File: src/rtl/rca_config.sv
// Shared configuration for the RCA grid I/O port: mode encoding and default sizes.
package rca_config;

  // Datapath mode of the grid I/O port; encoding 2'b11 is reserved and behaves as BYPASS.
  typedef enum logic [1:0] {
    IO_BYPASS  = 2'b00,
    IO_PIPE    = 2'b01,
    IO_CAPTURE = 2'b10
  } io_mode_t;

  localparam int IO_DATA_W     = 32;
  localparam int IO_FIFO_DEPTH = 8;

  // Map the raw 2-bit mode field onto io_mode_t, folding the reserved code into BYPASS.
  function automatic io_mode_t io_mode_decode(input logic [1:0] raw);
    case (raw)
      2'b01:   return IO_PIPE;
      2'b10:   return IO_CAPTURE;
      default: return IO_BYPASS;
    endcase
  endfunction

endpackage

File: src/rtl/rca_io_fifo.sv
// Circular capture buffer for the grid I/O port: show-ahead read, separate occupancy
// counter, synchronous flush. Reports which push/pop requests were accepted.
module rca_io_fifo #(
  parameter int DATA_W = 32,
  parameter int DEPTH  = 8
) (
  input  logic                     clk,
  input  logic                     rst_n,
  input  logic                     push_i,
  input  logic                     pop_i,
  input  logic                     flush_i,
  input  logic [DATA_W-1:0]        wdata_i,
  output logic [DATA_W-1:0]        rdata_o,
  output logic [$clog2(DEPTH):0]   count_o,
  output logic                     full_o,
  output logic                     empty_o,
  output logic                     push_ok_o
);

  localparam int PTR_W = $clog2(DEPTH);
  localparam int CNT_W = PTR_W + 1;

  logic [DATA_W-1:0] mem_q [DEPTH];
  logic [PTR_W-1:0]  wr_ptr_q, wr_ptr_d;
  logic [PTR_W-1:0]  rd_ptr_q, rd_ptr_d;
  logic [CNT_W-1:0]  count_q, count_d;
  logic              pop_ok;
  logic              push_ok;

  assign full_o    = (count_q == CNT_W'(DEPTH));
  assign empty_o   = (count_q == '0);
  assign count_o   = count_q;
  assign rdata_o   = mem_q[rd_ptr_q];
  assign push_ok_o = push_ok;

  // Accept logic and next-state of pointers/count; a pop frees a slot for a same-cycle push.
  always_comb begin
    // NOTE: every signal gets a default first so no path through the block infers a latch.
    wr_ptr_d = wr_ptr_q;
    rd_ptr_d = rd_ptr_q;
    count_d  = count_q;
    pop_ok   = pop_i & ~empty_o & ~flush_i;
    push_ok  = push_i & ~flush_i & (~full_o | pop_ok);
    if (flush_i) begin
      wr_ptr_d = '0;
      rd_ptr_d = '0;
      count_d  = '0;
    end else begin
      if (push_ok) wr_ptr_d = wr_ptr_q + PTR_W'(1);
      if (pop_ok)  rd_ptr_d = rd_ptr_q + PTR_W'(1);
      case ({push_ok, pop_ok})
        2'b10:   count_d = count_q + CNT_W'(1);
        2'b01:   count_d = count_q - CNT_W'(1);
        default: count_d = count_q;
      endcase
    end
  end

  // Pointer and occupancy registers.
  always_ff @(posedge clk or negedge rst_n) begin
    // NOTE: state registers use non-blocking assignments so every flop samples pre-edge values.
    if (!rst_n) begin
      wr_ptr_q <= '0;
      rd_ptr_q <= '0;
      count_q  <= '0;
    end else begin
      wr_ptr_q <= wr_ptr_d;
      rd_ptr_q <= rd_ptr_d;
      count_q  <= count_d;
    end
  end

  // Storage array write port.
  // NOTE: the data array is deliberately not reset; occupancy alone decides what is valid.
  always_ff @(posedge clk) begin
    if (push_ok) mem_q[wr_ptr_q] <= wdata_i;
  end

endmodule

File: src/rtl/grid_io_port.sv
// RCA grid I/O port: selectable BYPASS / PIPE / CAPTURE datapath between a grid lane and the
// writeback network, with FIFO status and sticky overflow/underflow flags.
// Optional build macro RCA_IO_DROP_CNT_EN adds a saturating 16-bit dropped-push counter.
module grid_io_port
  import rca_config::*;
#(
  parameter int DATA_W     = IO_DATA_W,
  parameter int FIFO_DEPTH = IO_FIFO_DEPTH
) (
  input  logic                        clk,
  input  logic                        rst_n,
  input  logic [1:0]                  io_mode,
  input  logic                        data_valid_in,
  input  logic [DATA_W-1:0]           data_in,
  input  logic                        fifo_pop,
  input  logic                        fifo_flush,
  input  logic                        err_clr,
  output logic                        data_valid_out,
  output logic [DATA_W-1:0]           data_out,
  output logic [$clog2(FIFO_DEPTH):0] fifo_count,
  output logic                        fifo_full,
  output logic                        fifo_empty,
  output logic                        overflow_err,
  output logic                        underflow_err
`ifdef RCA_IO_DROP_CNT_EN
  ,
  output logic [15:0]                 drop_count
`endif
);

  io_mode_t          mode;
  logic              push_req;
  logic              push_ok;
  logic              overflow_evt;
  logic              underflow_evt;
  logic [DATA_W-1:0] fifo_rdata;

  logic              pipe_valid_q, pipe_valid_d;
  logic [DATA_W-1:0] pipe_data_q, pipe_data_d;
  logic              overflow_q, overflow_d;
  logic              underflow_q, underflow_d;

  assign mode     = io_mode_decode(io_mode);
  assign push_req = data_valid_in & (mode == IO_CAPTURE);

  rca_io_fifo #(
    .DATA_W (DATA_W),
    .DEPTH  (FIFO_DEPTH)
  ) u_fifo (
    .clk       (clk),
    .rst_n     (rst_n),
    .push_i    (push_req),
    .pop_i     (fifo_pop),
    .flush_i   (fifo_flush),
    .wdata_i   (data_in),
    .rdata_o   (fifo_rdata),
    .count_o   (fifo_count),
    .full_o    (fifo_full),
    .empty_o   (fifo_empty),
    .push_ok_o (push_ok)
  );

  // Error events; a flush cancels the same-cycle push/pop, so neither can raise a flag.
  always_comb begin
    overflow_evt  = push_req & ~push_ok & ~fifo_flush;
    underflow_evt = fifo_pop & fifo_empty & ~fifo_flush;
  end

  // Next state of pipe registers and sticky flags; an error event beats err_clr.
  always_comb begin
    pipe_valid_d = (mode == IO_PIPE) & data_valid_in;
    pipe_data_d  = pipe_data_q;
    if ((mode == IO_PIPE) && data_valid_in) pipe_data_d = data_in;
    overflow_d   = overflow_evt  | (overflow_q  & ~err_clr);
    underflow_d  = underflow_evt | (underflow_q & ~err_clr);
  end

  // Pipe and error-flag registers.
  always_ff @(posedge clk or negedge rst_n) begin
    if (!rst_n) begin
      pipe_valid_q <= 1'b0;
      pipe_data_q  <= '0;
      overflow_q   <= 1'b0;
      underflow_q  <= 1'b0;
    end else begin
      pipe_valid_q <= pipe_valid_d;
      pipe_data_q  <= pipe_data_d;
      overflow_q   <= overflow_d;
      underflow_q  <= underflow_d;
    end
  end

  // Output mux selected by the current mode.
  always_comb begin
    data_valid_out = data_valid_in;
    data_out       = data_in;
    case (mode)
      IO_PIPE: begin
        data_valid_out = pipe_valid_q;
        data_out       = pipe_data_q;
      end
      IO_CAPTURE: begin
        data_valid_out = ~fifo_empty;
        data_out       = fifo_rdata;
      end
      default: begin
        data_valid_out = data_valid_in;
        data_out       = data_in;
      end
    endcase
  end

  assign overflow_err  = overflow_q;
  assign underflow_err = underflow_q;

`ifdef RCA_IO_DROP_CNT_EN
  logic [15:0] drop_cnt_q, drop_cnt_d;

  // Saturating count of dropped pushes; a drop in the clearing cycle restarts the count at 1.
  always_comb begin
    drop_cnt_d = drop_cnt_q;
    if (err_clr) begin
      drop_cnt_d = overflow_evt ? 16'd1 : 16'd0;
    end else if (overflow_evt && (drop_cnt_q != 16'hFFFF)) begin
      drop_cnt_d = drop_cnt_q + 16'd1;
    end
  end

  // Drop counter register.
  always_ff @(posedge clk or negedge rst_n) begin
    if (!rst_n) drop_cnt_q <= '0;
    else        drop_cnt_q <= drop_cnt_d;
  end

  assign drop_count = drop_cnt_q;
`endif

endmodule

File: config.mk
export PLATFORM = sky130hd
export DESIGN_NAME = grid_io_port
export DESIGN_NICKNAME = d
export VERILOG_FILES = /design/src/rtl/rca_config.sv /design/src/rtl/rca_io_fifo.sv /design/src/rtl/grid_io_port.sv
export SDC_FILE = /design/constraint.sdc
export NUM_CORES = 1
export LEC_CHECK = 0
export ABC_AREA = 1
export CORE_ASPECT_RATIO = 1.4
export CORE_MARGIN = 5
export CORE_UTILIZATION = 45
export DETAILED_ROUTE_END_ITERATION = 7
export GPL_ROUTABILITY_DRIVEN = 0
export SLEW_MARGIN = 0
export SYNTH_ARGS = -nofsm -noshare
export SYNTH_HDL_FRONTEND = slang
export SYNTH_SLANG_ARGS = --single-unit
File: constraint.sdc
create_clock -name clk -period 3.3 [get_ports clk]
set_clock_uncertainty 0.1 [all_clocks]
set_input_delay 0.495 -clock clk [delete_from_list [all_inputs] [get_ports clk]]
set_output_delay 0.495 -clock clk [all_outputs]
set_load 0.05 [all_outputs]
# Word level (Yosys, flattened, before mapping)
# Memory sizes are Yosys's and may differ from the RTL's.
# Index checks and enable logic that the tools add are counted.
# totals
ff_bits	45
mem_bits_rw	256
inputBits	40
out_inout_bits	41
word_cells	55
mem_count	1
# op_classes
addsub	4
n_eq_ne	7
muxes	11
bitwise_logic	20
n_reduce_logical	5
# memory_table
memory	depth	width	rd	rd_clocked_by_memory_dff	wr	line	rtl
u_fifo.mem_q	8	32	1	0	1	rca_io_fifo.sv:23	logic [DATA_W-1:0] mem_q [DEPTH];
# op_table
operator	n
$pmux 32 s2	1
$and 1x1->1	12
$mux 3	4
$pmux 4 s2	1
$add 3x1->3 const B	2
$eq 2x1->1 const B	3
$eq 2x2->1 const B	3
$not 1->1	5
$add 4x1->4 const B	1
$eq 4x4->1 const B	1
$logic_not 4->1	1
$mux 4	1
$pmux 2 s2	1
$reduce_bool 2->1	2
$sub 4x1->4 const B	1
$or 1x1->1	3
$reduce_bool 3->1	1
$mux 1	2
$pmux 1 s2	1
$logic_and 1x1->1	1

# Logic depth before layout (Yosys ltp)
# Gate-level depths: netlist (run 1).
# depth
depth_word	10
ltp_mapped	15
ltp_nobuf	14

# Cells and area by module
# Synthesis (run 1) repeated with hierarchy kept, for this count alone.
# unflattened
hier_cells	1151
area_unflattened_um2	12819.8
# modules_own_cells
module	n_inst	cells_each	area_per_inst_um2	seq_area_each_um2
rca_io_fifo	1	784	10571.4	7937.6
grid_io_port	1	367	2248.4	875.8

# Least setup slack after synthesis (run 1)
# Ideal clock, no wire load.
# synth_path
path_kind	register to register
from	reg u_fifo.count_q[0] (netlist: u_fifo.count_o[0])
to	mem u_fifo.mem_q[0][0] (enable)
setup_time_ps	421
arrival_ps	3011
t_required_ps	2779
setup_slack_ps	-232
path_stages_with_launch	8
path_buffers	0
synth_period_minus_slack_ps	3532
cell_sequence	dfrtp_1 > nor2_1 > nand3_1 > inv_1 > nand2_1 > nand2_1 > or2_1 > nor2_1
# synth_between
word_cells_on_any_way	10
cone_classes	eq/ne: 1; mux: 2; bitwise: 6; reduce/logical: 1
# synth_rtl
element	line	rtl
start: declaration	rca_io_fifo.sv:26	logic [CNT_W-1:0] count_q, count_d;
start signal: assignment	rca_io_fifo.sv:69	count_q <= count_d;
$eq 4x4->1	rca_io_fifo.sv:30	assign full_o = (count_q == CNT_W'(DEPTH));
net fifo_full	grid_io_port.sv:21	output logic fifo_full,
$not 1->1	rca_io_fifo.sv:43	push_ok = push_i & ~flush_i & (~full_o | pop_ok);
$or 1x1->1	rca_io_fifo.sv:43	
$and 1x1->1	rca_io_fifo.sv:43	
$mux 1	rca_io_fifo.sv:76	if (push_ok) mem_q[wr_ptr_q] <= wdata_i;
$mux 1 (implied by the code)	rca_io_fifo.sv:76	
end: declaration	rca_io_fifo.sv:23	
# The timed path passes the listed nets, and every way through them passes these cells.

# Final worst setup path (run 1)
# layout_path
from	reg u_fifo.rd_ptr_q[0]
to	out data_out[27]
# layout_between
elab_chain_cells	2
# layout_rtl
element	line	rtl
start: declaration	rca_io_fifo.sv:25	logic [PTR_W-1:0] rd_ptr_q, rd_ptr_d;
start signal: assignment	rca_io_fifo.sv:68	rd_ptr_q <= rd_ptr_d;
$mem_v2 8x32	-	
$pmux 32 s2	grid_io_port.sv:97	case (mode)
end: declaration	grid_io_port.sv:19	output logic [DATA_W-1:0] data_out,
# No other way between the ends.

==> impl_metrics.tcl, run 1 <==
set metrics [dict create \
    rsz0062_at_grt "false" \
    portBuffers 80 \
    worstSetupStartpointType "flop" \
    cts.sinks 301 \
    clk_latency_ps 540 \
    gr-total-overflow 0 \
    path_clk_slew_ps 60 \
    cts-resized-gates 0 \
    worst_slew_pin_slew_ps 718.0 \
    ys_seq_area_share_pct 66.84 \
    htreeDepth 1 \
    antenna_found_initial 0 \
    rows 74 \
    fin_crit_sh_pct 94.29 \
    netlist-cell-type-count 25 \
    area_delta_synth_final_pct 20.86 \
    power-per-cell-area_nw_per_um2 620.6 \
    max-cap-violations 0 \
    nets 1467 \
    fp.dieW_um 154.7 \
    grt_use_total_pct 19.48 \
    min_path_type "flop to flop" \
    end_kind "output pin" \
    top_usage_layer "met2" \
    vias_per_cell 5.103 \
    wl_um 31860 \
    synth_nets 1384 \
    ant_nets 0 \
    ys_ff_latch 301 \
    holdWs_ps 378.4 \
    hold_violations 0 \
    dr.pass1.iters 4 \
    met2_usage_pct 34.06 \
    ioPinCount 81 \
    crit_required_ps 2700 \
    cts_tree "built" \
    via_count 9297 \
    initialDrtViolationCount 754 \
    period_minus_slack_ps 3111 \
    n_antenna_cell 0 \
    start_util_pct 45.35 \
    critPathKind "flop to output pin" \
    hold_depth 2 \
    drc_errors 0 \
    grt_max_degree 66 \
    grt_pass1_wl_um 50160 \
    n_fill_cell 2497 \
    cellLeakagePower_nw 6.427 \
    place_area_um2 14980 \
    core_area_um2 29070 \
    synthCells 1337 \
    drive_gt1_share_pct 9.293 \
    finalSetupViolCount 0 \
    yosys_warnings 0 \
    wire_per_inst_um 17.49 \
    die_h_um 212.5 \
    peakVddDrop_uv 445.3 \
    grt_use_met1_pct 25.91 \
    grt_use_met3_pct 2.525 \
    syn_avg_cell_area_um2 9.862 \
    cts_buffers 29 \
    ff2ff_path_depth 9 \
    crit_fanout 29 \
    design_area_um2 15940 \
    arrival_ps 2520 \
    grt_pass1_vias 9090 \
    clockBufferDepth 3 \
    slew_headroom_pct 52.13 \
    hpwl_um 18750 \
    slew_violations 0 \
    cts-root-buf "clkbuf_16" \
    outcome "finished, final reports clean" \
    die_area_um2 32870 \
    syn_area_um2 13190 \
    clock.fmax_ghz 0.3214 \
]
[stage by stage]
| step | util (%) | instances | setup WS [ps] | setup TNS, ps | power (W) |
|---|---|---|---|---|---|
| floorplan | - | 1337 | -232.5 | -29760 | 0.005877 |
| global placement | 51.54 | 1767 | 423.6 | 0 | 0.006714 |
| detailed placement | 51.54 | 1767 | 343.0 | 0 | 0.006738 |
| CTS | 54.76 | 1821 | 48.02 | 0 | 0.009946 |
| global route | 54.81 | 1822 | 11.08 | 0 | 0.01036 |
| finish | 54.81 | 1822 | 188.5 | 0 | 0.009890 |
[routing by layer]
metal | up-vias | wire, um | share of wire (%)
li1 | 4522 | - | -
met1 | 4472 | 13790 | 43
met2 | 257 | 15900 | 50
met3 | 46 | 1592 | 5.0
met4 | 0 | 574 | 1.8
met5 | - | 0 | 0
[critical path, cell delays in order (launching register included)]
cell	delay, ps
dfrtp_4	620
inv_2	130
buf_4	350
o21ai_0	160
nand3_1	90
nand3_1	130
a21oi_1	290
buf_12	180
[final cells by class]
cell class | count | area, um^2 | area share, %
sequential | 301 | 8821 | 55.35
multi-input combinational | 813 | 3525 | 22.12
timing repair buffer | 122 | 1614 | 10.13
clock buffer | 37 | 785.8 | 4.931
inverter | 153 | 574.3 | 3.604
tap | 380 | 475.5 | 2.984
clock inverter | 16 | 140.1 | 0.8794
[report_power, final]
group          switching [W]  internal, W  total (W)
Combinational        0.00150     0.000835    0.00234
Sequential          0.000107      0.00423    0.00434
Clock                0.00137      0.00184    0.00321
Total                0.00298      0.00691    0.00989
[cell usage in the layout (no fill, tap or decap), drive strengths merged]
| cell | n |
|---|---|
| clkdlybuf4s50 | 46 |
| nand2 | 313 |
| nor2 | 236 |
| a22oi | 1 |
| dfrtp | 45 |
| o22ai | 1 |
| fa | 1 |
| or2 | 1 |
| edfxtp | 256 |
| o21ai | 41 |
| buf | 75 |
| clkinv | 11 |
| inv | 154 |
| xnor2 | 1 |
| a21oi | 66 |
| clkbuf | 37 |
| ha | 6 |
| xor2 | 1 |
| o31ai | 1 |
| bufinv | 2 |
| a21o | 1 |
| dlygate4sd3 | 1 |
| clkinvlp | 2 |
| nand3 | 141 |
| nand4 | 2 |
[what timing repair did]
| action | 4_1_cts | 5_1_grt |
|---|---|---|
| hold buffers | 1 | 0 |
| setup buffers | 0 | 1 |
| hold endpoints to repair | 9 | 0 |
| setup endpoints to repair | 0 | 7 |
[synthesized netlist by cell type, drive strengths merged]
cell type	count	area share [%]
o21ai	41	1.6
o22ai	1	0.047
edfxtp	256	58
nand4	2	0.095
a22oi	1	0.057
nor2	236	6.7
xnor2	1	0.066
dfrtp	45	8.5
a21oi	66	2.5
fa	1	0.15
buf	45	1.8
nand3	141	5.4
a21o	1	0.057
o31ai	1	0.057
or2	1	0.047
inv	152	4.3
xor2	1	0.066
ha	6	0.57
clkinv	1	0.028
clkbuf	25	0.71
nand2	313	8.9
[state kept, by name (all words and copies together) (netlist names)]
signal / count
pipe_valid_q: 1
u_fifo.mem_q: 256
u_fifo.wr_ptr_q: 3
underflow_err: 1
u_fifo.rd_ptr_q: 3
u_fifo.count_o: 4
overflow_err: 1
pipe_data_q: 32
[path summary, 6_finish.rpt]
kind,from,to,slack (ps)
setup / recovery,u_fifo.rd_ptr_q[0]$_DFFE_PN0P_,data_out[27],190
hold / removal,pipe_data_q[4]$_DFFE_PN0P_,pipe_data_q[4]$_DFFE_PN0P_,380
setup reg to reg,u_fifo.count_o[0]$_DFFE_PN0P_,u_fifo.mem_q[1][17]$_DFFE_PP_,1090
hold reg to reg,pipe_data_q[4]$_DFFE_PN0P_,pipe_data_q[4]$_DFFE_PN0P_,380
max in group asynchronous,rst_n,u_fifo.rd_ptr_q[2]$_DFFE_PN0P_,2040
min in group asynchronous,rst_n,pipe_data_q[6]$_DFFE_PN0P_,530
[logic make-up after synthesis]
family                     synth area share, %
xor gates and xnor gates                0.1329
DFF                                      66.84
AOI/OAI and AO/OA                        4.280
and+or+nand+nor                          21.12
adders and majority gates               0.7212
buffers and inverters                    6.899
Power figures use the tool's default switching activity.
==> inputs of run 2 (changes only) <==
--- a/config.mk
+++ b/config.mk
@@ -5,7 +5,6 @@
 export SDC_FILE = /design/constraint.sdc
 export NUM_CORES = 1
 export LEC_CHECK = 0
-export ABC_AREA = 1
 export CORE_ASPECT_RATIO = 1.4
 export CORE_MARGIN = 5
 export CORE_UTILIZATION = 45
==> constraint.sdc (replaced) <==
create_clock -name clk -period 3.6 [get_ports clk]
set_clock_uncertainty 0.1 [all_clocks]
set_input_delay 0.54 -clock clk [delete_from_list [all_inputs] [get_ports clk]]
set_output_delay 0.54 -clock clk [all_outputs]
set_load 0.05 [all_outputs]
==> run 2 against run 1 <==
Compared with the run above: largest cell class unchanged; sequential power shrank 8.3%; non-clock buffer count shrank 10; die area shrank 7.4%; hold slack gained 26 ps; clock power is essentially flat; count of clock-buffer cells in the layout shrank 1.
==> impl_metrics.tcl, run 2 <==
set metrics [dict create \
    outcome "finished, final reports clean" \
    nets 783 \
    synthArstFlopShare_pct 14.95 \
    synth_edf_count 256 \
    grt_use_total_pct 17.53 \
    slowest_delay_ps 670 \
    synthCells 630 \
    cts.sinks 301 \
    synthTopCellsByArea "edfxtp_1 (63%), mux4_2 (12%), dfrtp_1 (9.3%)" \
    place_area_um2 13790 \
    finalSetupViolCount 0 \
    crit_cells 5 \
    clockBufferDepth 3 \
    fin_crit_sh_pct 95.85 \
    drive_gt1_share_pct 30.57 \
    worst_slew_pin_slew_ps 591.5 \
    ys_seq_area_share_pct 72.54 \
    largest_register_ffs 256 \
    hpwl_um 16280 \
    max-cap-violations 0 \
    slew_violations 0 \
    path_clk_slew_ps 70 \
    htreeDepth 1 \
    yosys_warnings 0 \
    vias_per_cell 5.566 \
    cts_hold_buf 1 \
    cts_buffers 29 \
    synth_top_area_cell "edfxtp_1" \
    slew_headroom_pct 60.26 \
    layout_commonest_cell "edfxtp_1" \
    grt_pass1_vias 6820 \
    min_path_type "flop to flop" \
    design_area_um2 14820 \
    hold_violations 0 \
    syn_area_um2 12150 \
    ys_ff_latch 301 \
    hold_depth 1 \
    die_h_um 204.4 \
    arrival_ps 2810 \
    cpMostUsedCell "buf_12" \
    crit_family "multiplexers" \
    synth_top_area_share_pct 63.27 \
    post_cts_buffers 0 \
    grt_pass1_wl_um 40590 \
    clk_latency_ps 550 \
    end_kind "output pin" \
    cp_num_buf_inv 2 \
    ant_nets 0 \
    setup_ws_ps 149.4 \
    power-per-cell-area_nw_per_um2 572.7 \
    synth_most_common_cell "edfxtp_1" \
    critPathKind "flop to output pin" \
    netlist-cell-type-count 41 \
    core_area_um2 26740 \
    rsz0062_at_grt "false" \
    ff2ff_path_depth 8 \
    cts-resized-gates 0 \
    period_minus_slack_ps 3451 \
    power_w 0.008487 \
    cts-root-buf "clkbuf_16" \
    peakVddDrop_uv 407.3 \
    path_cells "buf_12 -> mux4_2 -> mux2i_1 -> o21ai_0 -> buf_12" \
    start_util_pct 45.44 \
    cellLeakagePower_nw 4.850 \
    synth_nets 677 \
    syn_avg_cell_area_um2 19.29 \
    die_area_um2 30430 \
    crit_fanout 24 \
    reg2reg_slack_ps 870 \
    ioPinCount 81 \
    antenna_found_initial 1 \
    n_fill_cell 2051 \
    dpl_worst_slack_ps 319.9 \
    regMostFlops "u_fifo.mem_q" \
    crit_required_ps 2960 \
    fp.dieW_um 148.9 \
    grt_max_degree 43 \
    clock.fmax_ghz 0.2898 \
    worstSetupStartpointType "flop" \
    wire_per_inst_um 23.24 \
    rows 71 \
    initialDrtViolationCount 357 \
    ys.flop_type "edfxtp_1" \
    synth_common_cells "edfxtp_1 (256), mux4_2 (64), dfrtp_1 (45), nand2_1 (41), mux2i_1 (34)" \
    setup_tns_ps 0 \
    portBuffers 80 \
    gr-total-overflow 0 \
    wl_um 26150 \
    cts_tree "built" \
    slowest_stage "dfrtp_4" \
    via_count 6262 \
    area_delta_synth_final_pct 21.98 \
    dr.pass1.iters 4 \
    drc_errors 0 \
    most-common-layout-cells "edfxtp_1 (256), mux4_2 (64), clkdlybuf4s50_1 (46)" \
]
[run 2: per-layer routing]
layer	GRT usage [%]	vias up	wire length [um]
met1	23.24	3327	10790
met2	30.73	119	14010
met5	0	-	0
li1	-	2784	-
met3	2.285	32	884
met4	4.678	0	463
[run 2: kinds of logic (layout without fill, tap and decap cells)]
kind of cell	count (synthesis)	after routing	synth area share, %
other	0	1	0
AND/OR/NAND/NOR	80	80	2.976
AO/OA/AOI/OAI	60	60	3.707
multiplexers	132	132	17.88
flip-flops	301	301	72.54
adder cells (fa/ha/maj)	7	7	0.7826
buffers and inverters	45	174	1.761
XOR/XNOR	5	5	0.3605
[run 2: stage by stage]
stage | hold slack, ps | cells | util [%]
after floorplan | 144.4 | 630 | -
after global placement | 387.2 | 1069 | 51.56
after detailed placement | 393.5 | 1069 | 51.56
after CTS | 408.0 | 1124 | 55.42
after global routing | 420.4 | 1125 | 55.43
final | 404.7 | 1125 | 55.43
[run 2: worst paths after layout]
path | startpoint | endpoint
worst max-delay path | u_fifo.rd_ptr_q[0]$_DFFE_PN0P_ | data_out[21]
min in group asynchronous | rst_n | pipe_data_q[5]$_DFFE_PN0P_
worst max register to register | u_fifo.count_o[0]$_DFFE_PN0P_ | u_fifo.count_o[3]$_DFFE_PN0P_
max in group asynchronous | rst_n | u_fifo.rd_ptr_q[0]$_DFFE_PN0P_
worst min register to register | pipe_data_q[6]$_DFFE_PN0P_ | pipe_data_q[6]$_DFFE_PN0P_
worst min-delay path | pipe_data_q[6]$_DFFE_PN0P_ | pipe_data_q[6]$_DFFE_PN0P_
[run 2: worst reg2reg max path: stages (launching register included)]
cell and delay (ps):
dfrtp_1 480, or4_4 640, inv_1 100, nor3_1 60, ha_1 340, a21oi_1 200
nand2_1 110, or4_1 400, a41oi_1 210
[run 2: power breakdown]
group	internal (W)	switching, W
Clock	0.00192	0.00127
Combinational	0.000628	0.000690
Sequential	0.00388	0.0000967
Total	0.00643	0.00206
[run 2: area by class of cell]
cell class | instances | area, um^2 | share of cell area [%]
Antenna cell | 1 | 2.502 | 0.01688
Clock buffer | 36 | 792.0 | 5.344
Clock inverter | 18 | 230.2 | 1.553
Inverter | 8 | 30.03 | 0.2026
Multi-Input combinational cell | 284 | 3196 | 21.56
Sequential cell | 301 | 8820 | 59.51
Tap cell | 365 | 456.7 | 3.081
Timing Repair Buffer | 112 | 1294 | 8.729
